### config.mk
export PLATFORM = sky130hd
export DESIGN_NAME = alu_mc
export DESIGN_NICKNAME = d
export VERILOG_FILES = /design/src/rtl/alu_mc.sv
export SDC_FILE = /design/constraint.sdc
export NUM_CORES = 1
export LEC_CHECK = 0
export CORE_UTILIZATION = 62
export DETAILED_ROUTE_END_ITERATION = 16
export PLACE_DENSITY = 0.82
export RECOVER_POWER = 25
export SLEW_MARGIN = 20
export SYNTH_ARGS = -nofsm -noshare
export SYNTH_HDL_FRONTEND = slang
export SYNTH_SLANG_ARGS = --single-unit
### constraint.sdc
create_clock -name i_clk -period 6.2 [get_ports i_clk]
set_input_delay 1.86 -clock i_clk [delete_from_list [all_inputs] [get_ports i_clk]]
set_output_delay 1.86 -clock i_clk [all_outputs]
set_load 0.02 [all_outputs]
### src/rtl/alu_mc.sv
// Multi-cycle unsigned ALU with valid/ready input, iterative shift-add multiply,
// accumulator operand mode and a sticky error state cleared only by reset.
// state | meaning
// IDLE  | accepting commands; non-MULT ops complete at the accept edge
// MUL   | shift-add iterations, then completion on the edge after the last one
// ERR   | sticky error, inputs ignored until reset
module alu_mc #(
  parameter int unsigned WIDTH = 16
) (
  input  logic             i_clk,
  input  logic             i_rst,
  input  logic             i_in_valid,
  output logic             o_in_ready,
  input  logic [WIDTH-1:0] i_a,
  input  logic [WIDTH-1:0] i_b,
  input  logic [3:0]       i_opcode,
  input  logic             i_use_acc,
  output logic [WIDTH-1:0] o_result,
  output logic             o_out_valid,
  output logic             o_status,
  output logic             o_busy
);

  localparam int unsigned CW = $clog2(WIDTH + 1);
  localparam logic [WIDTH-1:0] LP_W = WIDTH'(WIDTH);

  localparam logic [3:0] OP_ADD  = 4'd0;
  localparam logic [3:0] OP_SUB  = 4'd1;
  localparam logic [3:0] OP_MULT = 4'd2;
  localparam logic [3:0] OP_SHL  = 4'd3;
  localparam logic [3:0] OP_SHR  = 4'd4;
  localparam logic [3:0] OP_AND  = 4'd5;
  localparam logic [3:0] OP_OR   = 4'd6;
  localparam logic [3:0] OP_XOR  = 4'd7;
  localparam logic [3:0] OP_NOT  = 4'd8;

  typedef enum logic [1:0] {S_IDLE, S_MUL, S_ERR} state_t;

  state_t             r_state,    w_state_nxt;
  logic [WIDTH-1:0]   r_acc,      w_acc_nxt;
  logic [WIDTH-1:0]   r_result,   w_result_nxt;
  logic               r_out_valid, w_out_valid_nxt;
  logic [2*WIDTH-1:0] r_mcand,    w_mcand_nxt;
  logic [WIDTH-1:0]   r_mplier,   w_mplier_nxt;
  logic [2*WIDTH-1:0] r_prod,     w_prod_nxt;
  logic [CW-1:0]      r_cnt,      w_cnt_nxt;

  logic [WIDTH-1:0]   w_op_a;
  logic [WIDTH:0]     w_sum;
  logic [2*WIDTH-1:0] w_shl_wide;
  logic               w_shift_big;
  logic [WIDTH-1:0]   w_val;
  logic               w_err;

  assign o_in_ready  = (r_state == S_IDLE);
  assign o_busy      = (r_state == S_MUL);
  assign o_status    = (r_state == S_ERR);
  assign o_result    = r_result;
  assign o_out_valid = r_out_valid;

  // Single-cycle operations, evaluated against the effective A operand
  always_comb begin
    w_op_a      = i_use_acc ? r_acc : i_a;
    w_sum       = {1'b0, w_op_a} + {1'b0, i_b};
    w_shl_wide  = {{WIDTH{1'b0}}, w_op_a} << i_b;
    w_shift_big = (i_b >= LP_W);
    w_val       = '0;
    w_err       = 1'b0;
    case (i_opcode)
      OP_ADD: begin
        w_val = w_sum[WIDTH-1:0];
        w_err = w_sum[WIDTH];
      end
      OP_SUB: begin
        w_val = w_op_a - i_b;
        w_err = (w_op_a < i_b);
      end
      OP_SHL: begin
        if (w_shift_big) begin
          w_err = (w_op_a != '0);
        end else begin
          w_val = w_shl_wide[WIDTH-1:0];
          w_err = (w_shl_wide[2*WIDTH-1:WIDTH] != '0);
        end
      end
      OP_SHR:  w_val = w_op_a >> i_b;
      OP_AND:  w_val = w_op_a & i_b;
      OP_OR:   w_val = w_op_a | i_b;
      OP_XOR:  w_val = w_op_a ^ i_b;
      OP_NOT:  w_val = ~w_op_a;
      OP_MULT: w_val = '0;
      default: w_err = 1'b1;
    endcase
  end

  always_comb begin
    w_state_nxt     = r_state;
    w_acc_nxt       = r_acc;
    w_result_nxt    = r_result;
    w_out_valid_nxt = 1'b0;
    w_mcand_nxt     = r_mcand;
    w_mplier_nxt    = r_mplier;
    w_prod_nxt      = r_prod;
    w_cnt_nxt       = r_cnt;
    case (r_state)
      S_IDLE: begin
        if (i_in_valid) begin
          if (i_opcode == OP_MULT) begin
            w_state_nxt  = S_MUL;
            w_mcand_nxt  = {{WIDTH{1'b0}}, w_op_a};
            w_mplier_nxt = i_b;
            w_prod_nxt   = '0;
            w_cnt_nxt    = CW'(WIDTH);
          end else begin
            w_out_valid_nxt = 1'b1;
            if (w_err) begin
              w_result_nxt = '0;
              w_state_nxt  = S_ERR;
            end else begin
              w_result_nxt = w_val;
              w_acc_nxt    = w_val;
            end
          end
        end
      end
      S_MUL: begin
        if (r_cnt != '0) begin
          w_prod_nxt   = r_prod + (r_mplier[0] ? r_mcand : '0);
          w_mcand_nxt  = r_mcand << 1;
          w_mplier_nxt = r_mplier >> 1;
          w_cnt_nxt    = r_cnt - CW'(1);
        end else begin
          w_out_valid_nxt = 1'b1;
          if (r_prod[2*WIDTH-1:WIDTH] != '0) begin
            w_result_nxt = '0;
            w_state_nxt  = S_ERR;
          end else begin
            w_result_nxt = r_prod[WIDTH-1:0];
            w_acc_nxt    = r_prod[WIDTH-1:0];
            w_state_nxt  = S_IDLE;
          end
        end
      end
      default: w_state_nxt = S_ERR;
    endcase
  end

  always_ff @(posedge i_clk) begin
    if (i_rst) begin
      r_state     <= S_IDLE;
      r_acc       <= '0;
      r_result    <= '0;
      r_out_valid <= 1'b0;
      r_mcand     <= '0;
      r_mplier    <= '0;
      r_prod      <= '0;
      r_cnt       <= '0;
    end else begin
      r_state     <= w_state_nxt;
      r_acc       <= w_acc_nxt;
      r_result    <= w_result_nxt;
      r_out_valid <= w_out_valid_nxt;
      r_mcand     <= w_mcand_nxt;
      r_mplier    <= w_mplier_nxt;
      r_prod      <= w_prod_nxt;
      r_cnt       <= w_cnt_nxt;
    end
  end

endmodule

==> impl_metrics.ini, run 1 <==
[setup_path]
cp.arrival_ps = 5920
critical_path_class = in2reg
endpoint_kind = flop
critPathMaxFanout = 28
crit_required_ps = 6540
startpoint_type = input pin
worstRegToRegCells = 13

[logic_synthesis]
ys_ff_latch = 120
ys.flop_type = dfxtp_1
syn_nets = 1498
synth-edff-count = 0
postSynth.asyncResetShare = 0
syn_inst = 1375
syn_area_per_cell_um2 = 8.03
synth_most_common_cell = nor2_1
synth_seq_area_share = 0.217
yosys_warnings = 0
yosysTopAreaCell = dfxtp_1
synth.area.top_cells = dfxtp_1 22%, ha_1 9.1%, mux4_2 6.3%, nor2_1 5.0%, nand2_1 3.9%
synth_top_cells_by_count = 146 x nor2_1, 120 x dfxtp_1, 115 x nand2_1
synth_top_area_share = 0.217
synth_cell_types = 94
syn_area_mm2 = 0.0110

[pwr]
internal_power_mw = 1.74
cellPowerDensity_mw_per_mm2 = 203
power_frac_seq = 0.321
combPwrFrac = 0.253
switchingPower_mw = 0.813
ir_drop_mv = 0.235
clockPowerShare = 0.426
leakage_nw = 5.11
swShare = 0.318

[global_routing]
antenna_found_initial = 0
grt_pass1_wl_um = 62200
grt_overflow = 0
grt_max_degree = 49
grt_pass1_vias = 11031
grt.total_usage = 0.445

[placement]
io_buffers = 59
placed_cell_area_mm2 = 0.0120
dp_hpwl_um = 29900
place.gp.congestion = 1.04

[cells_and_area]
drive_above_1_share = 0.117
fillers = 1326
area_growth_pct = 13.9
n_antenna_cell = 0
design_area_mm2 = 0.0126
nets = 1536

[die]
die_w_um = 135
die_h_um = 135
dieArea_mm2 = 0.0184
io_pins = 60
core_area_mm2 = 0.0174
initial_utilization = 0.637
rows = 48

[detailed_routing]
detail_route.wl_per_cell_um = 24.5
num_vias = 11844
dr.pass1.iters = 9
postRouteAntennaNets = 0
routed_via_density = 7.17
first_iter_violations = 1779
wl_um = 40400
route.detailed.drc = 0

[sta]
finalHoldViolCount = 0
finClkSkew_ps = 10.8
rsz0062_at_grt = no
setup_violations = 0
post-route-period-util = 0.899
min_period_ps = 5570
worstMarginPinSlew_ps = 1040
max_freq_ghz = 0.179
drv_slew = 0
tns_ps = 0
relSlewSlack = 0.296

[cts]
clock-root-buffer = clkbuf_16
cts.reportedPaths.clkPinSlew_ps = 60
cts_buffers = 17
cts.htree.levels = 4
cts_tree = built
cts_num_sinks = 120
cts_resized = 0
postCtsSetupBuffers = 0
cts_buffer_depth = 2
clock_latency_ps = 430
cts_hold_buf = 0

[hold_path]
hold_class = reg2reg
min_path_cells = 2

[run_status]
run_status = complete, no violations

[run]
max_cap_viol_count = 0
## cell families (layout without fill, tap and decap cells)
family	count (synthesis)	count (layout)	share of synthesized area
XOR/XNOR	28	28	0.0222
buffers and inverters	150	201	0.0574
flip-flops	120	120	0.217
AND/OR/NAND/NOR	485	485	0.214
multiplexers	73	73	0.104
AO/OA/AOI/OAI	436	436	0.289
adder cells (fa/ha/maj)	83	83	0.0960
## cell type report
| cell class | instances | area (um2) | share of cell area |
|---|---|---|---|
| clock buffers | 19 | 453 | 0.0360 |
| clock inverters | 13 | 194 | 0.0154 |
| flip-flops and latches | 120 | 2400 | 0.191 |
| repair buffers | 115 | 1000 | 0.0796 |
| multi-input cells | 1105 | 8050 | 0.640 |
| well taps | 225 | 282 | 0.0224 |
| inverters | 54 | 203 | 0.0161 |
## metrics by stage
stage	power (mW)	hold WS, ps	util	setup WS (ps)	std cells
finish	2.55	479	0.725	628	1651
global route	2.62	504	0.725	398	1651
CTS	2.54	479	0.726	763	1651
detailed placement	1.46	459	0.689	313	1619
global placement	1.45	451	0.689	421	1619
floorplan	1.23	440	-	767	1375
## final timing paths
| path | from | endpoint | slack [ps] |
|---|---|---|---|
| worst max-delay path | i_use_acc | o_result[0] | 630 |
| worst min-delay path | r_mplier[8] | r_mplier[7] | 480 |
| worst max register to register | r_acc[0] | o_result[0] | 2130 |
| worst min register to register | r_mplier[8] | r_mplier[7] | 480 |
## registers in the layout, summed over array words and instances, names as in the netlist
register	cells
r_mcand	32
r_prod	32
o_result	16
r_acc	16
r_mplier	16
r_cnt	5
r_state	2
o_out_valid	1
## power by group through the flow
stage               combinational, mW  clock, mW  sequential, mW
floorplan                       0.390          0           0.836
global placement                0.620          0           0.833
detailed placement              0.623          0           0.834
CTS                             0.628       1.09           0.817
global route                    0.683       1.12           0.820
finish                          0.646       1.09           0.818
## per-layer routing
layer	track usage	up-vias	wire length, um
met5	0	-	0
met4	0.218	0	1750
met3	0.121	123	4660
met2	0.679	791	17700
met1	0.578	5636	16300
li1	-	5294	-
## cells in the final DEF (no fill, tap or decap), drive strengths merged, types with 31 or more instances in the layout
cell type | netlist | routed
a21oi | 82 | 82
nand3 | 33 | 33
mux2i | 35 | 35
nor3 | 45 | 45
clkdlybuf4s50 | 0 | 34
ha | 80 | 80
buf | 20 | 59
nor2 | 146 | 146
mux4 | 31 | 31
a211oi | 31 | 31
inv | 52 | 54
and2 | 45 | 45
a22oi | 43 | 43
dfxtp | 120 | 120
o21ai | 71 | 71
nand2 | 115 | 115
## critical path, cell delays in order
cell      delay (ps)
buf_2            330
buf_4            420
mux2i_1          500
ha_1             340
nor2b_1          190
nor4_1            60
and3_1           220
o41ai_4          430
a211oi_1         190
nor4b_1          530
and2_2           460
a22oi_2          130
a211oi_2         250
Note: power is estimated with default switching activity, not from simulation.
==> inputs of run 2 (changes only) <==
--- a/config.mk
+++ b/config.mk
@@ -5,9 +5,10 @@
 export SDC_FILE = /design/constraint.sdc
 export NUM_CORES = 1
 export LEC_CHECK = 0
-export CORE_UTILIZATION = 62
+export CORE_UTILIZATION = 63
+export CTS_BUF_LIST = sky130_fd_sc_hd__clkbuf_2
 export DETAILED_ROUTE_END_ITERATION = 16
-export PLACE_DENSITY = 0.82
+export PLACE_DENSITY = 0.83
 export RECOVER_POWER = 25
 export SLEW_MARGIN = 20
 export SYNTH_ARGS = -nofsm -noshare
==> impl_metrics.ini, run 2 (synthesis gave the netlist of run 1 again) <==
[run]
max_cap_viol_count = 1

[detailed_routing]
dr.pass1.iters = 7
num_vias = 11840
wl_um = 39800
route.detailed.drc = 0
routed_via_density = 7.20
postRouteAntennaNets = 0
first_iter_violations = 1748
detail_route.wl_per_cell_um = 24.2

[global_routing]
grt_pass1_wl_um = 61800
grt_max_degree = 55
grt_overflow = 0
grt_pass1_vias = 10894
antenna_found_initial = 1
grt.total_usage = 0.443

[sta]
post-route-period-util = 0.850
max_freq_ghz = 0.190
relSlewSlack = -0.577
finalHoldViolCount = 0
setup_violations = 0
min_period_ps = 5270
tns_ps = 0
drv_slew = 21
rsz0062_at_grt = no
worstMarginPinSlew_ps = 2340
finClkSkew_ps = 60.9

[cells_and_area]
mostFrequentLayoutCells = 145 x nor2_1, 120 x dfxtp_1, 115 x nand2_1
area_growth_pct = 9.74
final_common_cell = nor2_1
nets = 1528
drive_above_1_share = 0.112
design_area_mm2 = 0.0121
largestRegisters = r_mcand x32, r_prod x32
fillers = 1406

[placement]
io_buffers = 59
placed_cell_area_mm2 = 0.0119
place.gp.congestion = 1.04
dp_hpwl_um = 29600

[hold_path]
hold_class = reg2reg

[cts]
cts.reportedPaths.clkPinSlew_ps = 250
cts_hold_buf = 0
postCtsSetupBuffers = 0
cts_resized = 0
cts_buffers = 17
clock-root-buffer = clkbuf_2
clock_latency_ps = 740
cts_tree = built
cts.htree.levels = 4
cts_buffer_depth = 2
cts_num_sinks = 120

[die]
io_pins = 60
die_h_um = 134
die_w_um = 134
rows = 48
initial_utilization = 0.641
core_area_mm2 = 0.0172
dieArea_mm2 = 0.0181

[pwr]
cellPowerDensity_mw_per_mm2 = 165
leakage_nw = 4.91
ir_drop_mv = 0.158

[setup_path]
critical_path_class = in2reg
crit_chain = buf_2 -> buf_4 -> mux2i_1 -> ha_1 -> nor3_1 -> a21oi_1 -> and3_1 -> o41ai_4 -> a211oi_1 -> nor4b_1 -> and2_2 -> a22oi_2 -> a211oi_2
critPathMaxFanout = 35
crit_slowest_cell = mux2i_1
slowest_delay_ps = 590
cp.arrival_ps = 5940
startpoint_type = input pin
endpoint_kind = flop
crit_required_ps = 6870

[run_status]
run_status = complete, but fails checks
violations = max-capacitance violations, max-slew violations
[run 2: cell count changes in the layout (fill, tap and decap cells not counted), moves of 3 or more]
cell,before,now
clkbuf_16,17,0
clkdlybuf4s50_1,34,37
dlygate4sd3_1,21,18
inv_8,0,4
buf_4,55,47
bufinv_16,4,1
clkbuf_2,0,17
[run 2: where the power goes]
part           internal [mW]  switching (mW)  leakage, nW
logic                  0.244           0.391         3.79
clock network          0.163           0.377        0.148
registers              0.796          0.0257        0.972
[run 2: final timing paths]
kind	startpoint	to	slack, ps	cells after the start
worst max-delay path	i_use_acc	o_result[0]	930	13
worst min-delay path	r_mplier[10]	r_mplier[9]	460	2
worst max register to register	r_acc[0]	o_result[0]	2270	14
worst min register to register	r_mplier[10]	r_mplier[9]	460	2
[run 2: through the flow]
stage / hold slack, ps / power (mW) / setup slack, ps / utilization / std cells
2_1_floorplan: 440 / 1.23 / 767 / - / 1375
3_3_place_gp: 457 / 1.44 / 395 / 0.690 / 1611
3_5_place_dp: 467 / 1.45 / 277 / 0.690 / 1611
4_1_cts: 466 / 1.98 / 1070 / 0.704 / 1643
5_1_grt: 491 / 2.06 / 781 / 0.703 / 1644
6_report: 458 / 2.00 / 929 / 0.703 / 1644
[run 2: final cells by class]
cell class | instances | area [um2] | share of cell area
clock buffer | 17 | 85.1 | 0.00702
timing repair buffer | 107 | 942 | 0.0777
clock inverter | 15 | 158 | 0.0130
inverter | 54 | 203 | 0.0167
multi-input combinational | 1105 | 8050 | 0.664
antenna | 1 | 2.50 | 0.000206
tap | 225 | 282 | 0.0232
sequential | 120 | 2400 | 0.198
[run 2: worst max-delay path: cells and delay by family]
kind | cells | cell delay (ps)
simple gates | 4 | 1250
compound gates | 5 | 1090
buf+inv | 2 | 670
fa+ha+maj | 1 | 450
mux | 1 | 590
[run 2: routing by layer]
layer  GRT usage  share of wire  wire length [um]  vias up
li1            -              -                 -     5284
met5           0              0                 0        -
met1       0.577           0.39             15400     5560
met3      0.0786           0.11              4460      158
met2       0.704           0.45             17900      838
met4       0.227          0.053              2100        0
